$ cat src/rtl/hazard_pkg.sv
// Shared types and constants for the pipeline hazard controller.
package hazard_pkg;

  typedef enum logic {
    RUN     = 1'b0,
    MC_WAIT = 1'b1
  } hz_state_e;

  localparam int STAGE_IF   = 0;
  localparam int STAGE_ID   = 1;
  localparam int STAGE_EX   = 2;
  localparam int STAGE_MEM  = 3;
  localparam int STAGE_WB   = 4;
  localparam int NUM_STAGES = 5;

  localparam int DEF_REG_ADDR_W  = 5;
  localparam int DEF_MC_TIMEOUT  = 64;
  localparam int DEF_STALL_CNT_W = 32;

endpackage

$ cat src/rtl/hazard_raw_cmp.sv
// Single source-vs-destination RAW comparator; register 0 never matches.
module hazard_raw_cmp #(
  parameter int REG_ADDR_W = 5
) (
  input  logic [REG_ADDR_W-1:0] rs,
  input  logic                  rs_used,
  input  logic [REG_ADDR_W-1:0] rd,
  input  logic                  rd_write,
  output logic                  hit
);

  assign hit = rs_used & rd_write & (rd != '0) & (rs == rd);

endmodule

$ cat src/rtl/hazard_ctrl.sv
// Pipeline hold/flush control for the 5-stage core (mem wait, mul/div wait, branch, RAW).
// HAZARD_FORWARDING_EN: when defined, only load-use in EX stalls; otherwise any EX/MEM producer stalls.
module hazard_ctrl
  import hazard_pkg::*;
#(
  parameter int REG_ADDR_W  = DEF_REG_ADDR_W,
  parameter int MC_TIMEOUT  = DEF_MC_TIMEOUT,
  parameter int STALL_CNT_W = DEF_STALL_CNT_W
) (
  input  logic                   clk,
  input  logic                   reset,
  input  logic [REG_ADDR_W-1:0]  id_rs1,
  input  logic [REG_ADDR_W-1:0]  id_rs2,
  input  logic                   id_uses_rs1,
  input  logic                   id_uses_rs2,
  input  logic [REG_ADDR_W-1:0]  ex_rd,
  input  logic                   ex_reg_write,
  input  logic                   ex_is_load,
  input  logic [REG_ADDR_W-1:0]  mem_rd,
  input  logic                   mem_reg_write,
  input  logic                   ex_branch_taken,
  input  logic                   ex_mc_start,
  input  logic                   mc_done,
  input  logic                   mem_access,
  input  logic                   dmem_ready,
  output logic                   pc_en_n,
  output logic                   ifid_en_n,
  output logic                   idex_en_n,
  output logic                   exmem_en_n,
  output logic                   memwb_en_n,
  output logic                   ifid_flush,
  output logic                   idex_flush,
  output logic                   exmem_flush,
  output logic                   memwb_flush,
  output logic                   mc_timeout,
  output logic [STALL_CNT_W-1:0] stall_count
);

  localparam int CNT_W = (MC_TIMEOUT > 2) ? $clog2(MC_TIMEOUT) : 1;
  localparam logic [CNT_W-1:0] TO_LAST = CNT_W'(MC_TIMEOUT - 1);

`ifdef HAZARD_FORWARDING_EN
  localparam int NUM_PROD = 1;
`else
  localparam int NUM_PROD = 2;
`endif

  hz_state_e state_reg, state_next;
  logic [CNT_W-1:0]       mc_cnt_reg, mc_cnt_next;
  logic [STALL_CNT_W-1:0] stall_count_reg;
  logic [NUM_STAGES-1:0]  en_n_vec;
  logic [STAGE_WB:STAGE_ID] flush_vec;

  logic [1:0][REG_ADDR_W-1:0]        rs_arr;
  logic [1:0]                        uses_arr;
  logic [NUM_PROD-1:0][REG_ADDR_W-1:0] rd_arr;
  logic [NUM_PROD-1:0]               wr_arr;
  logic [2*NUM_PROD-1:0]             hit_vec;
  logic                              unused_inputs;

  assign rs_arr   = {id_rs2, id_rs1};
  assign uses_arr = {id_uses_rs2, id_uses_rs1};

`ifdef HAZARD_FORWARDING_EN
  // Forwarding covers ALU results; only a load in EX cannot be bypassed in time.
  assign rd_arr[0]     = ex_rd;
  assign wr_arr[0]     = ex_reg_write & ex_is_load;
  assign unused_inputs = ^{mem_rd, mem_reg_write};
`else
  assign rd_arr[0]     = ex_rd;
  assign wr_arr[0]     = ex_reg_write;
  assign rd_arr[1]     = mem_rd;
  assign wr_arr[1]     = mem_reg_write;
  assign unused_inputs = ex_is_load;
`endif

  genvar gi, gj;
  generate
    for (gi = 0; gi < 2; gi++) begin : g_src
      for (gj = 0; gj < NUM_PROD; gj++) begin : g_prod
        hazard_raw_cmp #(.REG_ADDR_W(REG_ADDR_W)) u_cmp (
          .rs       (rs_arr[gi]),
          .rs_used  (uses_arr[gi]),
          .rd       (rd_arr[gj]),
          .rd_write (wr_arr[gj]),
          .hit      (hit_vec[gi*NUM_PROD+gj])
        );
      end
    end
  endgenerate

  logic mem_stall;
  logic raw_stall;
  assign mem_stall = mem_access & ~dmem_ready;
  assign raw_stall = |hit_vec;

  always_comb begin
    state_next  = state_reg;
    mc_cnt_next = mc_cnt_reg;
    en_n_vec    = '0;
    flush_vec   = '0;
    mc_timeout  = 1'b0;
    if (reset) begin
      flush_vec = '1;
    end else if (mem_stall) begin
      // Everything up to MEM freezes, including the FSM; WB gets a bubble.
      en_n_vec[STAGE_IF]  = 1'b1;
      en_n_vec[STAGE_ID]  = 1'b1;
      en_n_vec[STAGE_EX]  = 1'b1;
      en_n_vec[STAGE_MEM] = 1'b1;
      flush_vec[STAGE_WB] = 1'b1;
    end else if (state_reg == MC_WAIT) begin
      if (mc_done) begin
        state_next = RUN;
      end else if (mc_cnt_reg == TO_LAST) begin
        state_next = RUN;
        mc_timeout = 1'b1;
      end else begin
        en_n_vec[STAGE_IF]   = 1'b1;
        en_n_vec[STAGE_ID]   = 1'b1;
        en_n_vec[STAGE_EX]   = 1'b1;
        flush_vec[STAGE_MEM] = 1'b1;
        mc_cnt_next          = mc_cnt_reg + CNT_W'(1);
      end
    end else begin
      if (ex_mc_start) begin
        state_next  = MC_WAIT;
        mc_cnt_next = '0;
      end
      // A taken branch squashes the dependent instruction, so no RAW stall.
      if (ex_branch_taken) begin
        flush_vec[STAGE_ID] = 1'b1;
        flush_vec[STAGE_EX] = 1'b1;
      end else if (raw_stall) begin
        en_n_vec[STAGE_IF]  = 1'b1;
        en_n_vec[STAGE_ID]  = 1'b1;
        flush_vec[STAGE_EX] = 1'b1;
      end
    end
  end

  always_ff @(posedge clk) begin
    if (reset) begin
      state_reg       <= RUN;
      mc_cnt_reg      <= '0;
      stall_count_reg <= '0;
    end else begin
      state_reg  <= state_next;
      mc_cnt_reg <= mc_cnt_next;
      if (en_n_vec[STAGE_IF])
        stall_count_reg <= stall_count_reg + STALL_CNT_W'(1);
    end
  end

  assign pc_en_n     = en_n_vec[STAGE_IF];
  assign ifid_en_n   = en_n_vec[STAGE_ID];
  assign idex_en_n   = en_n_vec[STAGE_EX];
  assign exmem_en_n  = en_n_vec[STAGE_MEM];
  assign memwb_en_n  = en_n_vec[STAGE_WB];
  assign ifid_flush  = flush_vec[STAGE_ID];
  assign idex_flush  = flush_vec[STAGE_EX];
  assign exmem_flush = flush_vec[STAGE_MEM];
  assign memwb_flush = flush_vec[STAGE_WB];
  assign stall_count = stall_count_reg;

endmodule

$ cat config.mk
export PLATFORM = sky130hd
export DESIGN_NAME = hazard_ctrl
export DESIGN_NICKNAME = d
export VERILOG_FILES = /design/src/rtl/hazard_pkg.sv /design/src/rtl/hazard_raw_cmp.sv /design/src/rtl/hazard_ctrl.sv
export SDC_FILE = /design/constraint.sdc
export NUM_CORES = 1
export LEC_CHECK = 0
export CAP_MARGIN = 20
export CORE_MARGIN = 4
export CORE_UTILIZATION = 49
export DETAILED_ROUTE_END_ITERATION = 6
export GPL_TIMING_DRIVEN = 0
export HOLD_SLACK_MARGIN = 0.12
export PLACE_DENSITY = 0.77
export SLEW_MARGIN = 20
export SYNTH_ARGS = -nofsm -noshare
export SYNTH_HDL_FRONTEND = slang
export SYNTH_SLANG_ARGS = --single-unit
$ cat constraint.sdc
create_clock -name clk -period 2.9 [get_ports clk]
set_input_delay 0.58 -clock clk [delete_from_list [all_inputs] [get_ports clk]]
set_output_delay 0.58 -clock clk [all_outputs]
set_load 0.005 [all_outputs]
==> impl_metrics.toml, run 1 <==
[setup_path]
cp_max_fo = 3
end_kind = "primary output"
timing.rr.start = "stall_count[3]"
worstPathRequired_ps = 2320
cp.arrival_ps = 2260
reg2reg_depth = 7
r2r_setup_slack_ps = 440
crit_buf_inv = 3
crit_path_start_kind = "primary input"
critPathKind = "in -> out"
max_stage_delay_ps = 530
r2r_end = "stall_count[29]"
worstPathCellList = "buf_2 -> or4_4 -> o21a_1 -> and2_4 -> a22oi_4 -> a21oi_2 -> buf_4 -> clkdlybuf4s15_1"
path_delay_family = "simple AND/OR/NAND/NOR gates"
slowest_stage = "or4_4"

[layout]
diodes = 0
syn2layout_area_growth_pct = 33.70
fin_area_mm2 = 0.003649
drive_gt1_frac = 0.1811
mostFrequentLayoutCells = "clkdlybuf4s50_1 (46), nor2_1 (43), dfxtp_1 (39)"
fill_cells = 447
largest_register_ffs = 32
final_common_cell = "clkdlybuf4s50_1"
post-route-util = 0.6966
nets = 436

[yosys]
ys_warn_count = 0
synth_cell_type_count = 43
syn_inst = 321
synth_edf_count = 0
netlist_area_mm2 = 0.002729
syn_area_per_cell_um2 = 8.501
ys.flop_type = "dfxtp_1"
synthArstFlopShare = 0
yosysSeqAreaShare = 0.2861
syn_nets = 355
postSynthRegisterBits = 39

[floorplan]
initial_core_util = 0.5210
core_mm2 = 0.005238
rows = 26
die_y_um = 82.63
die_w_um = 82.63
die_area_mm2 = 0.006827
io_pins = 74

[drt]
drt_pre_antenna_iters = 4
routed_wl_um = 7069
viasPerCell = 5.395
antenna_left = 0
wl_per_cell_um = 14.95
vias = 2552
drtIter0Drc = 133
post-route-drc-count = 0

[timing]
post-route-period-util = 0.9787
worst_hold_slack_ps = 494.4
fin_worst_skew_ps = 9.450
finalMaxSlewViolations = 0
finalSetupViolCount = 0
fmax_mhz = 352.3
slew_headroom = 0.5409
worstMarginPinSlew_ps = 671.4
finalCriticalPeriod_ps = 2838
hold_viol = 0
rsz0062_at_grt = "false"

[placed_design]
port_buffers = 70
placed_cell_area_mm2 = 0.003517
gp_congestion = 0.8262
hpwl_um = 5213

[pwr]
powerDensity_mw_per_mm2 = 333.7
vdd_drop_max_uv = 246.7
p_leak_uw = 0.001386

[cts]
cts_buffers = 5
h-tree-depth = 2
clk_pin_slew_worst_paths_ps = 70
cts_hold_buf = 0
cts_tree = "built"
clkSinkCount = 39
worstSkewPairLatency_ps = 300
cts.path.max_buffers = 2
root_buffer = "clkbuf_8"

[grt]
track_usage = 0.2201
antenna_found_initial = 0
grt_overflow = 0
grt_pass1_vias = 2544
grt_pass1_wl_um = 11610
grt_max_degree = 13

[outcome]
status = "finished, final reports clean"

[min_path]
hold_depth = 2
hold_class = "reg -> reg"
hold_end = "mc_cnt_reg[1]"
hp-start = "mc_cnt_reg[1]"

[job]
maxCapViolCount = 0
logic make-up after synthesis:
group                    Yosys count  synth area share
multiplexers                      30            0.1472
buffers and inverters             24           0.05273
flip-flops                        39            0.2861
adder cells (fa/ha/maj)            2          0.009169
XOR/XNOR                          24           0.07703
other                              1          0.001374
AND/OR/NAND/NOR                  152            0.2889
AO/OA/AOI/OAI                     49            0.1376
per-stage QoR:
stage | cells | power [µW] | setup slack [ps] | TNS [ps]
floorplan | 321 | 659.7 | 169.3 | 0
global placement | 461 | 748.9 | -869.7 | -3820
finish | 473 | 1218 | 61.66 | 0
CTS | 474 | 1227 | 3.733 | 0
detailed placement | 461 | 752.7 | -884.8 | -4498
global route | 473 | 1264 | 1.131 | 0
worst min-delay path, cell delays in order, from the launching register on:
cell and delay, ps:
dfxtp_1 320, nand2b_1 70, a21oi_1 60
Yosys cell counts, types with 3 or more instances:
cell type	count	area [µm²]
nor2_1	43	161.4
dfxtp_1	39	780.8
nor2b_1	32	200.2
nand3_1	20	100.1
xnor2_1	20	175.2
a21oi_2	17	148.9
mux2_4	17	255.2
nand4_1	15	93.84
clkbuf_1	14	52.55
nand2_1	14	52.55
a21oi_1	9	45.04
and3_1	8	50.05
mux2_1	8	90.09
nor3_1	6	30.03
a211oi_1	5	37.54
mux2_2	5	56.30
nand2b_1	4	25.02
o21ai_0	4	20.02
xor2_1	4	35.03
and4_1	3	26.28
buf_4	3	22.52
layer usage:
layer  share of wire  up-vias  GRT usage
li1                -     1285          -
met1            0.46     1201     0.2719
met2            0.49       56     0.3814
met3           0.036       10    0.04121
met4           0.015        0    0.07516
met5               0        -          0
power by group:
| part | leakage, µW | switching [µW] | internal (µW) |
|---|---|---|---|
| Sequential | 0.000315 | 5.73 | 539 |
| Clock | 0.0000612 | 203 | 279 |
| Combinational | 0.00101 | 98.2 | 93.0 |
| Total | 0.00139 | 307 | 911 |
layout make-up:
| type | count | area (µm²) | area share |
|---|---|---|---|
| buffer | 20 | 112.6 | 0.03086 |
| clock buffer | 6 | 82.58 | 0.02263 |
| clock inverter | 2 | 35.03 | 0.009602 |
| inverter | 2 | 7.507 | 0.002058 |
| multi-input combinational | 258 | 1827 | 0.5007 |
| sequential | 39 | 780.7 | 0.2140 |
| tap | 70 | 87.58 | 0.02401 |
| timing repair buffer | 76 | 715.7 | 0.1962 |
how the worst max path moves through the flow:
| stage | end | startpoint | slack, ps | depth (start not counted) |
|---|---|---|---|---|
| finish | pc_en_n | ex_rd[1] | 60 | 8 |
| global route | pc_en_n | ex_rd[1] | 1 | 8 |
| CTS | pc_en_n | ex_rd[1] | 4 | 9 |
| detailed placement | pc_en_n | ex_rd[1] | -880 | 10 |
| global placement | pc_en_n | ex_rd[1] | -870 | 10 |
| floorplan | pc_en_n | ex_rd[1] | 170 | 8 |
repair_timing:
item | 4_1_cts | 5_1_grt
resized for setup | 42 | 4
endpoints found under the setup margin | 4 | 4
cloned | 0 | 0
buffers inserted | 6 | 0
pin swaps | 7 | 8
(Power assumes the default switching activity.)
==> run 2, diff against run 1 <==
Settings changed: SKIP_LAST_GASP from default to 1.
==> results of run 2 <==
The final DEF is identical to that of run 1; final timing and power are the same.
